[src/rtl/soc_bus_fabric.sv]
// -----------------------------------------------------------------------------
// soc_bus_fabric
//
// Single-initiator, multi-target bus fabric. The core issues one request at a
// time. The top SEL_BITS address bits pick one of NUM_TGT targets, and the
// request is forwarded to that target as a one-cycle strobe. Address, write
// enable and write data are latched and shared by all targets. The selected
// target's response is muxed and registered back to the core. An unmapped
// address completes at once with an error response (rd_data all ones, err=1).
//
// Optional feature macro: BUS_TIMEOUT_EN
//   defined   - a wait counter aborts a transaction with an error response
//               when the target stays silent for TIMEOUT cycles.
//   undefined - no counter is built and the fabric waits indefinitely.
//
// Ports
//   clk            : single clock
//   reset          : asynchronous, active-low reset
//   req_valid      : initiator request strobe (ignored while busy)
//   addr/we/wrt_data : initiator address, write enable, write data
//   rd_data        : registered response data
//   data_valid     : registered one-cycle response pulse
//   err            : qualifies data_valid; unmapped or timed out
//   busy           : transaction outstanding
//   tgt_req_valid  : one-hot, one-cycle request pulse per target
//   tgt_addr/tgt_we/tgt_wrt_data : latched request, shared by all targets
//   tgt_rd_data    : packed target read data; target i at [i*DATA_WIDTH +: DATA_WIDTH]
//   tgt_data_valid : per-target response strobe
// -----------------------------------------------------------------------------
module soc_bus_fabric #(
    parameter int DATA_WIDTH = 32,
    parameter int ADDR_WIDTH = 32,
    parameter int SEL_BITS   = 3,
    parameter int NUM_TGT    = 3,
    parameter int TIMEOUT    = 255
) (
    input  logic                          clk,
    input  logic                          reset,
    input  logic                          req_valid,
    input  logic [ADDR_WIDTH-1:0]         addr,
    input  logic                          we,
    input  logic [DATA_WIDTH-1:0]         wrt_data,
    output logic [DATA_WIDTH-1:0]         rd_data,
    output logic                          data_valid,
    output logic                          err,
    output logic                          busy,
    output logic [NUM_TGT-1:0]            tgt_req_valid,
    output logic [ADDR_WIDTH-1:0]         tgt_addr,
    output logic                          tgt_we,
    output logic [DATA_WIDTH-1:0]         tgt_wrt_data,
    input  logic [NUM_TGT*DATA_WIDTH-1:0] tgt_rd_data,
    input  logic [NUM_TGT-1:0]            tgt_data_valid
);

    // Parameter sanity: at least one target, all targets decodable, nonzero timeout.
    if (NUM_TGT < 1 || NUM_TGT > (1 << SEL_BITS) || TIMEOUT < 1) begin : g_param_err
        $error("soc_bus_fabric: illegal NUM_TGT/SEL_BITS/TIMEOUT combination");
    end

    typedef enum logic [1:0] {
        IDLE  = 2'd0,
        ISSUE = 2'd1,
        WAIT  = 2'd2
    } state_t;

    // One-hot decode of a target select value; values >= NUM_TGT give all zeros.
    function automatic logic [NUM_TGT-1:0] sel_onehot(input logic [SEL_BITS-1:0] sel);
        logic [NUM_TGT-1:0] oh;
        oh = '0;
        for (int i = 0; i < NUM_TGT; i++) begin
            if (sel == SEL_BITS'(i)) begin
                oh[i] = 1'b1;
            end else begin
                oh[i] = 1'b0;
            end
        end
        return oh;
    endfunction

    state_t                  state_q,         state_d;
    logic [SEL_BITS-1:0]     sel_q,           sel_d;
    logic [DATA_WIDTH-1:0]   rd_data_q,       rd_data_d;
    logic                    data_valid_q,    data_valid_d;
    logic                    err_q,           err_d;
    logic [NUM_TGT-1:0]      tgt_req_valid_q, tgt_req_valid_d;
    logic [ADDR_WIDTH-1:0]   tgt_addr_q,      tgt_addr_d;
    logic                    tgt_we_q,        tgt_we_d;
    logic [DATA_WIDTH-1:0]   tgt_wrt_data_q,  tgt_wrt_data_d;

    logic [SEL_BITS-1:0]     addr_sel_s;
    logic                    addr_mapped_s;
    logic                    sel_valid_s;
    logic [DATA_WIDTH-1:0]   sel_rdata_s;

`ifdef BUS_TIMEOUT_EN
    localparam int                CNT_W    = $clog2(TIMEOUT + 1);
    // Last cycle count that may still carry a valid response (ISSUE counts as 0).
    localparam logic [CNT_W-1:0]  CNT_LAST = CNT_W'(TIMEOUT - 1);
    logic [CNT_W-1:0]             cnt_q, cnt_d;
`endif

    assign addr_sel_s    = addr[ADDR_WIDTH-1 -: SEL_BITS];
    assign addr_mapped_s = (32'(addr_sel_s) < NUM_TGT);

    // Response mux: strobe and data of the currently selected target only.
    always_comb begin
        sel_valid_s = 1'b0;
        sel_rdata_s = '0;
        for (int i = 0; i < NUM_TGT; i++) begin
            if (sel_q == SEL_BITS'(i)) begin
                sel_valid_s = tgt_data_valid[i];
                sel_rdata_s = tgt_rd_data[i*DATA_WIDTH +: DATA_WIDTH];
            end else begin
                sel_valid_s = sel_valid_s;
                sel_rdata_s = sel_rdata_s;
            end
        end
    end

    // Next-state and registered-output logic of the request FSM.
    always_comb begin
        state_d         = state_q;
        sel_d           = sel_q;
        rd_data_d       = rd_data_q;
        data_valid_d    = 1'b0;
        err_d           = 1'b0;
        tgt_req_valid_d = '0;
        tgt_addr_d      = tgt_addr_q;
        tgt_we_d        = tgt_we_q;
        tgt_wrt_data_d  = tgt_wrt_data_q;
`ifdef BUS_TIMEOUT_EN
        cnt_d           = cnt_q;
`endif
        case (state_q)
            IDLE: begin
                if (req_valid) begin
                    tgt_addr_d     = addr;
                    tgt_we_d       = we;
                    tgt_wrt_data_d = wrt_data;
                    sel_d          = addr_sel_s;
                    if (addr_mapped_s) begin
                        state_d         = ISSUE;
                        tgt_req_valid_d = sel_onehot(addr_sel_s);
`ifdef BUS_TIMEOUT_EN
                        cnt_d           = '0;
`endif
                    end else begin
                        // Unmapped: answer immediately, no target sees the request.
                        state_d      = IDLE;
                        rd_data_d    = '1;
                        data_valid_d = 1'b1;
                        err_d        = 1'b1;
                    end
                end else begin
                    state_d = IDLE;
                end
            end
            ISSUE, WAIT: begin
                // The selected strobe is honoured already in the ISSUE cycle.
                if (sel_valid_s) begin
                    state_d      = IDLE;
                    rd_data_d    = sel_rdata_s;
                    data_valid_d = 1'b1;
                end else begin
`ifdef BUS_TIMEOUT_EN
                    // Response in the last allowed cycle wins; expiry only without it.
                    if (cnt_q == CNT_LAST) begin
                        state_d      = IDLE;
                        rd_data_d    = '1;
                        data_valid_d = 1'b1;
                        err_d        = 1'b1;
                    end else begin
                        state_d = WAIT;
                        cnt_d   = cnt_q + CNT_W'(1);
                    end
`else
                    state_d = WAIT;
`endif
                end
            end
            default: begin
                state_d = IDLE;
            end
        endcase
    end

    // State and output registers.
    always_ff @(posedge clk or negedge reset) begin
        if (!reset) begin
            state_q         <= IDLE;
            sel_q           <= '0;
            rd_data_q       <= '0;
            data_valid_q    <= 1'b0;
            err_q           <= 1'b0;
            tgt_req_valid_q <= '0;
            tgt_addr_q      <= '0;
            tgt_we_q        <= 1'b0;
            tgt_wrt_data_q  <= '0;
        end else begin
            state_q         <= state_d;
            sel_q           <= sel_d;
            rd_data_q       <= rd_data_d;
            data_valid_q    <= data_valid_d;
            err_q           <= err_d;
            tgt_req_valid_q <= tgt_req_valid_d;
            tgt_addr_q      <= tgt_addr_d;
            tgt_we_q        <= tgt_we_d;
            tgt_wrt_data_q  <= tgt_wrt_data_d;
        end
    end

`ifdef BUS_TIMEOUT_EN
    // Response wait counter; saturates at CNT_LAST because expiry leaves WAIT.
    always_ff @(posedge clk or negedge reset) begin
        if (!reset) begin
            cnt_q <= '0;
        end else begin
            cnt_q <= cnt_d;
        end
    end
`endif

    assign rd_data       = rd_data_q;
    assign data_valid    = data_valid_q;
    assign err           = err_q;
    assign busy          = (state_q != IDLE);
    assign tgt_req_valid = tgt_req_valid_q;
    assign tgt_addr      = tgt_addr_q;
    assign tgt_we        = tgt_we_q;
    assign tgt_wrt_data  = tgt_wrt_data_q;

endmodule
[config.mk]
export PLATFORM = sky130hd
export DESIGN_NAME = soc_bus_fabric
export DESIGN_NICKNAME = d
export VERILOG_FILES = /design/src/rtl/soc_bus_fabric.sv
export SDC_FILE = /design/constraint.sdc
export NUM_CORES = 1
export LEC_CHECK = 0
export BUFFER_PORTS_ARGS = -buffer_cell sky130_fd_sc_hd__buf_2
export CAP_MARGIN = 20
export CORE_MARGIN = 1.5
export CORE_UTILIZATION = 33
export CTS_CLUSTER_DIAMETER = 40
export DETAILED_ROUTE_END_ITERATION = 8
export MAX_ROUTING_LAYER = met4
export SYNTH_ARGS = -nofsm -noshare
export SYNTH_HDL_FRONTEND = slang
export SYNTH_SLANG_ARGS = --single-unit
[constraint.sdc]
create_clock -name clk -period 1.7 [get_ports clk]
set_input_delay 0.085 -clock clk [delete_from_list [all_inputs] [get_ports clk]]
set_output_delay 0.085 -clock clk [all_outputs]
set_load 0.02 [all_outputs]
==> flow_summary.toml, run 1 <==
[route]
via_count = 4145
first_iter_violations = 120
antenna_left = 0
viasPerCell = 4.663
routed_wl_um = 14500
drtPass1Iterations = 4
drc = 0
wl_per_cell_um = 16.30

[synth]
ys_types = 28
ys_ff_latch = 104
yosys-top-cells-area = "dfrtp_1, mux2_2, mux2_4"
synth_xor_area_frac = 0
synth_top_family_by_area = "multiplexers"
synth_cells = 347
yosys.cell_count.top_type = "dfrtp_1"
synth_compound_area_frac = 0.06014
yosysWarnings = 0
syn_area_per_cell_sq_um = 13.97
synth-seq-area-share = 0.5369
synth_adder_area_share = 0.005163
ys_async_sr_fraction = 1.000
yosys.area_share.simple = 0.04053
synth_edf_count = 0
yosys_most_used_dff = "dfrtp_1"
synth_top_area_cell = "dfrtp_1"
synth_top_area_frac = 0.5369
netlist_area_sq_um = 4847
synth_mux_area_frac = 0.3247
syn_nets = 516
ys_top_cells_by_count = "dfrtp_1, mux2_2, nand2_1"

[floorplanning]
die_area_sq_um = 15420
num_io_pins = 270
rows = 44
die_y_um = 124.2
core_region_area_sq_um = 14420
die_w_um = 124.2
start_util = 0.3361

[setup_path]
r2r-end = "rd_data[14]"
critPathTopFamily = "buffers and inverters"
endpoint = "rd_data[14]"
crit_required_ns = 1.94
crit_buf_inv = 3
cp-startpoint = "sel_q[0]"
start_kind = "flip-flop"
crit_top_cell = "buf_12"
slowest_stage = "dfrtp_2"
crit_path_end_kind = "flip-flop"
worstPathArrival_ns = 1.99
reg2reg_slack_ns = -0.05
cp_max_fo = 6
slowest_delay_ns = 0.45
worstSetupPathType = "flip-flop to flip-flop"
r2r_start = "sel_q[0]"
rr_worst_depth = 6
crit_chain = "buf_12 > o311ai_4 > o21ai_4 > buf_12 > clkbuf_16 > mux2_4"
path_depth = 6

[sta]
max_freq_ghz = 0.5723
relSlewSlack = 0.7236
whs_ns = 0.09154
slew_violations = 0
worst_slack_ns = -0.04747
fin_crit_ns = 1.747
hold_violations = 0
tns_ns = -0.8004
worst_pin_slew_ns = 0.4041
rsz0062_at_grt = "true"
setup_viol = 29
final.period_utilization = 1.028
skew_ns = 0.006887

[clocking]
ctsRootBufferMaster = "clkbuf_16"
clockBufferDepth = 2
cts-buffers-inserted = 9
htreeDepth = 3
clk_pin_slew_ns = 0.07
insertion_delay_ns = 0.36
tritoncts = "yes"
clkSinkCount = 104

[global_route]
grt_max_degree = 49
track_usage = 0.1835
grt_overflow = 0
grt_pass1_wl_um = 20880
grt_pass1_vias = 4184
grt_antenna_before_repair = 0

[run_status]
violations = "negative setup slack"
status = "complete, but fails checks"

[power]
leakagePower_nw = 3.760
peakVddDrop_v = 0.001149
power_density_nw_per_um2 = 1658

[placement]
dpl.hpwl_um = 9757
portBuffers = 269
placed_cells = 792
routabilityCongestion = 0.7487
pre_cts_ws_ns = -0.1132

[min_path]
hold_class = "input pin to flip-flop"
worstHoldStart = "tgt_rd_data[72]"

[cells_and_area]
area_growth_pct = 62.91
fillCellCount = 1236
final_util = 0.5475
drive_above_1_share = 0.6794
fin_nets = 869
fin_cells = 889
n_antenna_cell = 0

[run]
maxCapViolations = 0
## report_power, final
| group | switching [mW] | internal (mW) |
|---|---|---|
| sequential | 0.520 | 3.44 |
| clock | 1.02 | 1.19 |
| combinational | 3.49 | 3.44 |
| total | 5.03 | 8.07 |
## metrics by stage
step / power [mW] / cell area [sq um]
floorplan: 8.031 / 4875
global placement: 9.847 / 6526
detailed placement: 10.02 / 6526
CTS: 12.87 / 7732
global route: 13.83 / 7896
finish: 13.09 / 7896
## worst register-to-register path: cells and delay by family, from the launching register on
family	cells	cell delay [ns]
buffers and inverters	3	0.47
AO/OA/AOI/OAI	2	0.43
flip-flops	1	0.45
multiplexers	1	0.29
## registers in the layout (all words and copies together), names as in the netlist
signal         count
state_q            2
tgt_addr          29
tgt_wrt_data      32
sel_q              3
rd_data           32
data_valid         1
err                1
tgt_we             1
tgt_req_valid      3
## cell usage in the layout, fill, tap and decap left out, types with 2 or more instances in the layout
| cell type | instances |
|---|---|
| buf_2 | 268 |
| dlygate4sd3_1 | 66 |
| nor4b_1 | 2 |
| nor2_1 | 2 |
| a22oi_1 | 11 |
| inv_1 | 2 |
| buf_12 | 9 |
| inv_8 | 2 |
| buf_4 | 16 |
| buf_6 | 3 |
| nor2_2 | 2 |
| mux2_2 | 96 |
| nand2_1 | 31 |
| buf_16 | 2 |
| inv_6 | 2 |
| inv_2 | 2 |
| clkbuf_16 | 11 |
| dfrtp_2 | 2 |
| mux2_4 | 32 |
| a22oi_2 | 20 |
| dfrtp_1 | 102 |
## kinds of logic (layout without fill, tap and decap cells)
family | after synthesis | count (layout)
adder cells (fa/ha/maj) | 2 | 2
AND/OR/NAND/NOR | 44 | 44
flip-flops | 104 | 104
buffers and inverters | 29 | 387
multiplexers | 130 | 130
AO/OA/AOI/OAI | 38 | 38
## cell type report
type / instances / area (sq um) / share of cell area
multi-input combinational: 214 / 2271 / 0.2876
tap: 184 / 230.2 / 0.02916
clock buffer: 9 / 225.2 / 0.02852
clock inverter: 7 / 93.84 / 0.01188
timing repair buffer: 367 / 2456 / 0.3110
inverter: 4 / 15.01 / 0.001901
sequential: 104 / 2605 / 0.3299
## worst min path at each step
stage | slack [ns] | cells after the start | end
global placement | 0.03 | 1 | tgt_wrt_data[16]
global route | 0.09 | 4 | rd_data[25]
CTS | 0.08 | 4 | rd_data[8]
finish | 0.09 | 4 | rd_data[8]
detailed placement | 0.03 | 1 | tgt_wrt_data[15]
floorplan | -0.21 | 0 | data_valid
## metal layers
layer / track usage / wire length, um / share of wire / up-vias
li1: - / - / - / 1957
met1: 0.2052 / 5783 / 0.40 / 2040
met2: 0.3259 / 7756 / 0.54 / 132
met3: 0.04808 / 779 / 0.054 / 16
met4: 0.04616 / 176 / 0.012 / 0
met5: - / 0 / 0 / -
## repair_timing
item / in CTS / in global routing
gates cloned: 2 / 3
gates resized for setup: 19 / 20
hold buffers: 66 / 0
setup endpoints to repair: 32 / 32
buffers inserted: 7 / 3
hold endpoints to repair: 153 / 0
pin swaps: 4 / 9
Note: power is estimated with default switching activity, not from simulation.
==> inputs of run 2 (changes only) <==
--- a/config.mk
+++ b/config.mk
@@ -12,6 +12,7 @@
 export CTS_CLUSTER_DIAMETER = 40
 export DETAILED_ROUTE_END_ITERATION = 8
 export MAX_ROUTING_LAYER = met4
+export SETUP_SLACK_MARGIN = 0.05
 export SYNTH_ARGS = -nofsm -noshare
 export SYNTH_HDL_FRONTEND = slang
 export SYNTH_SLANG_ARGS = --single-unit
==> flow_summary.toml, run 2 (same netlist as run 1, synthesis figures left out) <==
[run_status]
status = "complete, but fails checks"
violations = "negative setup slack"

[sta]
worst_slack_ns = -0.04713
whs_ns = 0.09162
setup_viol = 29
hold_violations = 0
skew_ns = 0.006777
max_freq_ghz = 0.5724
rsz0062_at_grt = "true"
relSlewSlack = 0.7231
final.period_utilization = 1.028
slew_violations = 0
worst_pin_slew_ns = 0.4049
fin_crit_ns = 1.747

[clocking]
clkSinkCount = 104
insertion_delay_ns = 0.36
clk_pin_slew_ns = 0.07
htreeDepth = 3
cts-buffers-inserted = 9
ctsRootBufferMaster = "clkbuf_16"
tritoncts = "yes"
clockBufferDepth = 2

[global_route]
grt_overflow = 0
track_usage = 0.1844
grt_max_degree = 49
grt_antenna_before_repair = 0
grt_pass1_vias = 4210
grt_pass1_wl_um = 20990

[placement]
dpl_cell_area_sq_um = 6526
portBuffers = 269
routabilityCongestion = 0.7487
placed_cells = 792
pre_cts_ws_ns = -0.1132
dpl.hpwl_um = 9757

[route]
routed_wl_um = 14550
viasPerCell = 4.676
antenna_left = 0
drc = 0
drtPass1Iterations = 4
first_iter_violations = 119
via_count = 4166
wl_per_cell_um = 16.33

[setup_path]
critPathTopFamily = "buffers and inverters"
path_depth = 6
slowest_stage = "dfrtp_2"
crit_buf_inv = 3
slowest_delay_ns = 0.45
r2r-end = "rd_data[14]"
crit_top_cell = "buf_12"
crit_chain = "buf_12 > o311ai_4 > o21ai_4 > buf_12 > clkbuf_16 > mux2_4"
worstSetupPathType = "flip-flop to flip-flop"
r2r_start = "sel_q[0]"
crit_required_ns = 1.94
crit_path_end_kind = "flip-flop"
reg2reg_slack_ns = -0.05
cp_max_fo = 6
worstPathArrival_ns = 1.99
start_kind = "flip-flop"
rr_worst_depth = 6

[cells_and_area]
drive_above_1_share = 0.6775
area_growth_pct = 63.32
layout_commonest_cell = "buf_2"
fin_nets = 871
fillCellCount = 1236
fin_cells = 891
seqCellArea_sq_um = 2605
layout_common_cells = "buf_2, dfrtp_1, mux2_2"
final_cell_area_sq_um = 7916
multi_input_area_sq_um = 2271
n_antenna_cell = 0

[floorplanning]
die_w_um = 124.2
die_area_sq_um = 15420
rows = 44
die_y_um = 124.2
core_region_area_sq_um = 14420
start_util = 0.3361
num_io_pins = 270

[min_path]
holdPathStages = 4
hold_class = "input pin to flip-flop"
worstHoldStart = "tgt_rd_data[72]"
holdPathEnd = "rd_data[8]"

[power]
total_power_mw = 13.09
leakagePower_nw = 3.768
power_density_nw_per_um2 = 1654
peakVddDrop_v = 0.001148

[run]
maxCapViolations = 0
-- run 2: worst min-delay path, delay by kind of cell --
family                 cells  cell delay, ns
muxes                      1            0.13
buffers and inverters      1            0.07
AOI/OAI and AO/OA          1            0.06
and+or+nand+nor            1            0.06
-- run 2: worst max path at each step --
stage,from,endpoint
2_1_floorplan,state_q[1],rd_data[0]
3_3_place_gp,state_q[1],rd_data[27]
3_5_place_dp,state_q[1],rd_data[27]
4_1_cts,sel_q[1],rd_data[28]
5_1_grt,sel_q[0],rd_data[14]
6_report,sel_q[0],rd_data[14]
-- run 2: repair_timing --
item / in CTS / in global routing
hold buffers: 68 / 0
hold endpoints to repair: 153 / 0
setup endpoints to repair: 32 / 32
gates cloned: 2 / 3
gates resized for setup: 19 / 20
setup buffers: 7 / 3
pin swaps: 4 / 9
-- run 2: final cells by class --
type,instances,area share
inverter,4,0.001897
clock inverter,7,0.01185
multi-input combinational,214,0.2869
tap,184,0.02908
timing repair buffer,369,0.3128
sequential,104,0.3291
clock buffer,9,0.02845
-- run 2: where the power goes --
part | switching (mW) | internal (mW)
Clock | 1.02 | 1.19
Sequential | 0.519 | 3.44
Combinational | 3.48 | 3.44
-- run 2: metal layers --
layer / up-vias / global-route usage / routed length (um)
met4: 0 / 0.04616 / 176
met3: 16 / 0.04808 / 795
met2: 136 / 0.3283 / 7827
met5: - / - / 0
met1: 2050 / 0.2058 / 5746
li1: 1964 / - / -
-- run 2: stage by stage --
| stage | setup TNS, ns | util |
|---|---|---|
| final | -0.7909 | 0.5488 |
| after global routing | -1.956 | 0.5488 |
| after CTS | -1.501 | 0.5375 |
| after detailed placement | -2.061 | 0.4525 |
| after global placement | -0.2663 | 0.4525 |
| after floorplan | -1.434 | - |
==> inputs of run 3 (changes only) <==
--- a/config.mk
+++ b/config.mk
@@ -7,12 +7,13 @@
 export LEC_CHECK = 0
 export BUFFER_PORTS_ARGS = -buffer_cell sky130_fd_sc_hd__buf_2
 export CAP_MARGIN = 20
-export CORE_MARGIN = 1.5
+export CORE_MARGIN = 10
 export CORE_UTILIZATION = 33
 export CTS_CLUSTER_DIAMETER = 40
 export DETAILED_ROUTE_END_ITERATION = 8
 export MAX_ROUTING_LAYER = met4
 export SETUP_SLACK_MARGIN = 0.05
+export SKIP_CTS_REPAIR_TIMING = 1
 export SYNTH_ARGS = -nofsm -noshare
 export SYNTH_HDL_FRONTEND = slang
 export SYNTH_SLANG_ARGS = --single-unit
==> flow_summary.toml, run 3 (same netlist as run 1, synthesis figures left out) <==
[power]
power_density_nw_per_um2 = 1651
pwr-share-clk = 0.169
power.internal_mw = 7.785
leakagePower_nw = 3.694
peakVddDrop_v = 0.0007214
power_switching_mw = 4.899
netSwitchingFraction = 0.3863
pwr-share-comb = 0.519
seq_power_share = 0.312

[setup_path]
r2r-end = "rd_data[15]"
worstSetupPathType = "flip-flop to flip-flop"
worstPathArrival_ns = 1.97
r2r_start = "state_q[0]"
cp_max_fo = 8
slowest_delay_ns = 0.39
rr_worst_depth = 6
start_kind = "flip-flop"
crit_path_end_kind = "flip-flop"
crit_chain = "inv_2 > ha_4 > nor2b_4 > o21ai_4 > buf_6 > mux2_4"
crit_buf_inv = 2
critPathTopFamily = "flip-flops"
slowest_stage = "dfrtp_1"
crit_required_ns = 1.94
reg2reg_slack_ns = -0.03

[placement]
portBuffers = 269
placed_cells = 792
dpl.hpwl_um = 12120
routabilityCongestion = 0.7310
pre_cts_ws_ns = -0.1463

[sta]
final.period_utilization = 1.019
worst_slack_ns = -0.03284
skew_ns = 0.007067
whs_ns = -0.002293
slew_violations = 0
rsz0062_at_grt = "true"
fin_crit_ns = 1.733
hold_violations = 1
tns_ns = -0.6247
setup_viol = 24
worst_pin_slew_ns = 0.3809
max_freq_ghz = 0.5771
relSlewSlack = 0.7460

[run]
maxCapViolations = 0

[min_path]
holdPathStages = 2
holdPathEnd = "state_q[0]"
hold_class = "input pin to flip-flop"
worstHoldStart = "addr[30]"

[global_route]
grt_overflow = 0
met1_usage = 0.1521
grt_max_degree = 70
grt_antenna_before_repair = 1
grt_pass1_wl_um = 23230
track_usage = 0.1501
met3_usage = 0.04132
grt_pass1_vias = 4286
busiest_layer = "met2"
grt_use_met2 = 0.2707

[floorplanning]
die_w_um = 141.2
rows = 44
die_area_sq_um = 19940
start_util = 0.3348
die_y_um = 141.2
core_region_area_sq_um = 14480
num_io_pins = 270

[cells_and_area]
layout_common_cells = "buf_2, dfrtp_1, mux2_2"
fin_cells = 886
fillCellCount = 1245
layout_commonest_cell = "buf_2"
drive_above_1_share = 0.6471
area_growth_pct = 58.49
fin_nets = 864

[clocking]
clockBufferDepth = 2
insertion_delay_ns = 0.35
htreeDepth = 3
tritoncts = "yes"
cts-buffers-inserted = 9
clkSinkCount = 104
clk_pin_slew_ns = 0.07
ctsRootBufferMaster = "clkbuf_16"

[route]
viasPerCell = 4.734
antenna_left = 0
first_iter_violations = 135
wl_per_cell_um = 18.70
routed_wl_um = 16570
via_count = 4194
drtPass1Iterations = 6
drc = 0

[run_status]
violations = "negative hold slack, negative setup slack"
status = "complete, but fails checks"
[run 3: layout make-up]
cell class / instances / area (sq um) / share of cell area
sequential: 104 / 2605 / 0.3391
timing repair buffer: 362 / 2354 / 0.3064
multi-input combinational: 214 / 2170 / 0.2824
tap: 184 / 230.2 / 0.02997
clock buffer: 10 / 229.0 / 0.02980
clock inverter: 6 / 75.07 / 0.009772
inverter: 4 / 15.01 / 0.001954
antenna: 2 / 5.005 / 0.0006515
[run 3: power by group through the flow]
stage          Combinational (mW)  Clock, mW  Sequential [mW]
6_report                     6.58       2.14             3.96
5_1_grt                      7.03       2.30             4.10
4_1_cts                      6.18       2.22             3.97
3_5_place_dp                 6.17          0             4.00
3_3_place_gp                 6.03          0             3.96
2_1_floorplan                2.89          0             5.14
[run 3: worst max path at each step]
| stage | slack [ns] | to | startpoint | cells past startpoint |
|---|---|---|---|---|
| 3_5_place_dp | -0.15 | rd_data[27] | state_q[1] | 6 |
| 5_1_grt | -0.09 | rd_data[22] | state_q[0] | 6 |
| 4_1_cts | -0.15 | rd_data[27] | state_q[1] | 6 |
| 6_report | -0.03 | rd_data[15] | state_q[0] | 6 |
| 3_3_place_gp | -0.08 | rd_data[27] | state_q[1] | 6 |
| 2_1_floorplan | -0.05 | rd_data[0] | state_q[1] | 7 |
[run 3: routing by layer]
| layer | share of wire | up-vias |
|---|---|---|
| met5 | 0 | - |
| met1 | 0.36 | 2081 |
| met4 | 0.018 | 0 |
| li1 | - | 1946 |
| met3 | 0.071 | 20 |
| met2 | 0.56 | 147 |
[run 3: stage by stage]
stage	utilization	hold WS (ns)	power, mW	instance area (sq um)
after global placement	0.4516	0.003121	9.990	6539
after detailed placement	0.4516	0.01026	10.17	6539
after floorplan	-	-0.2106	8.031	4875
after global routing	0.5304	0.02994	13.43	7680
after CTS	0.4726	-0.3773	12.37	6843
final	0.5306	-0.002293	12.68	7682
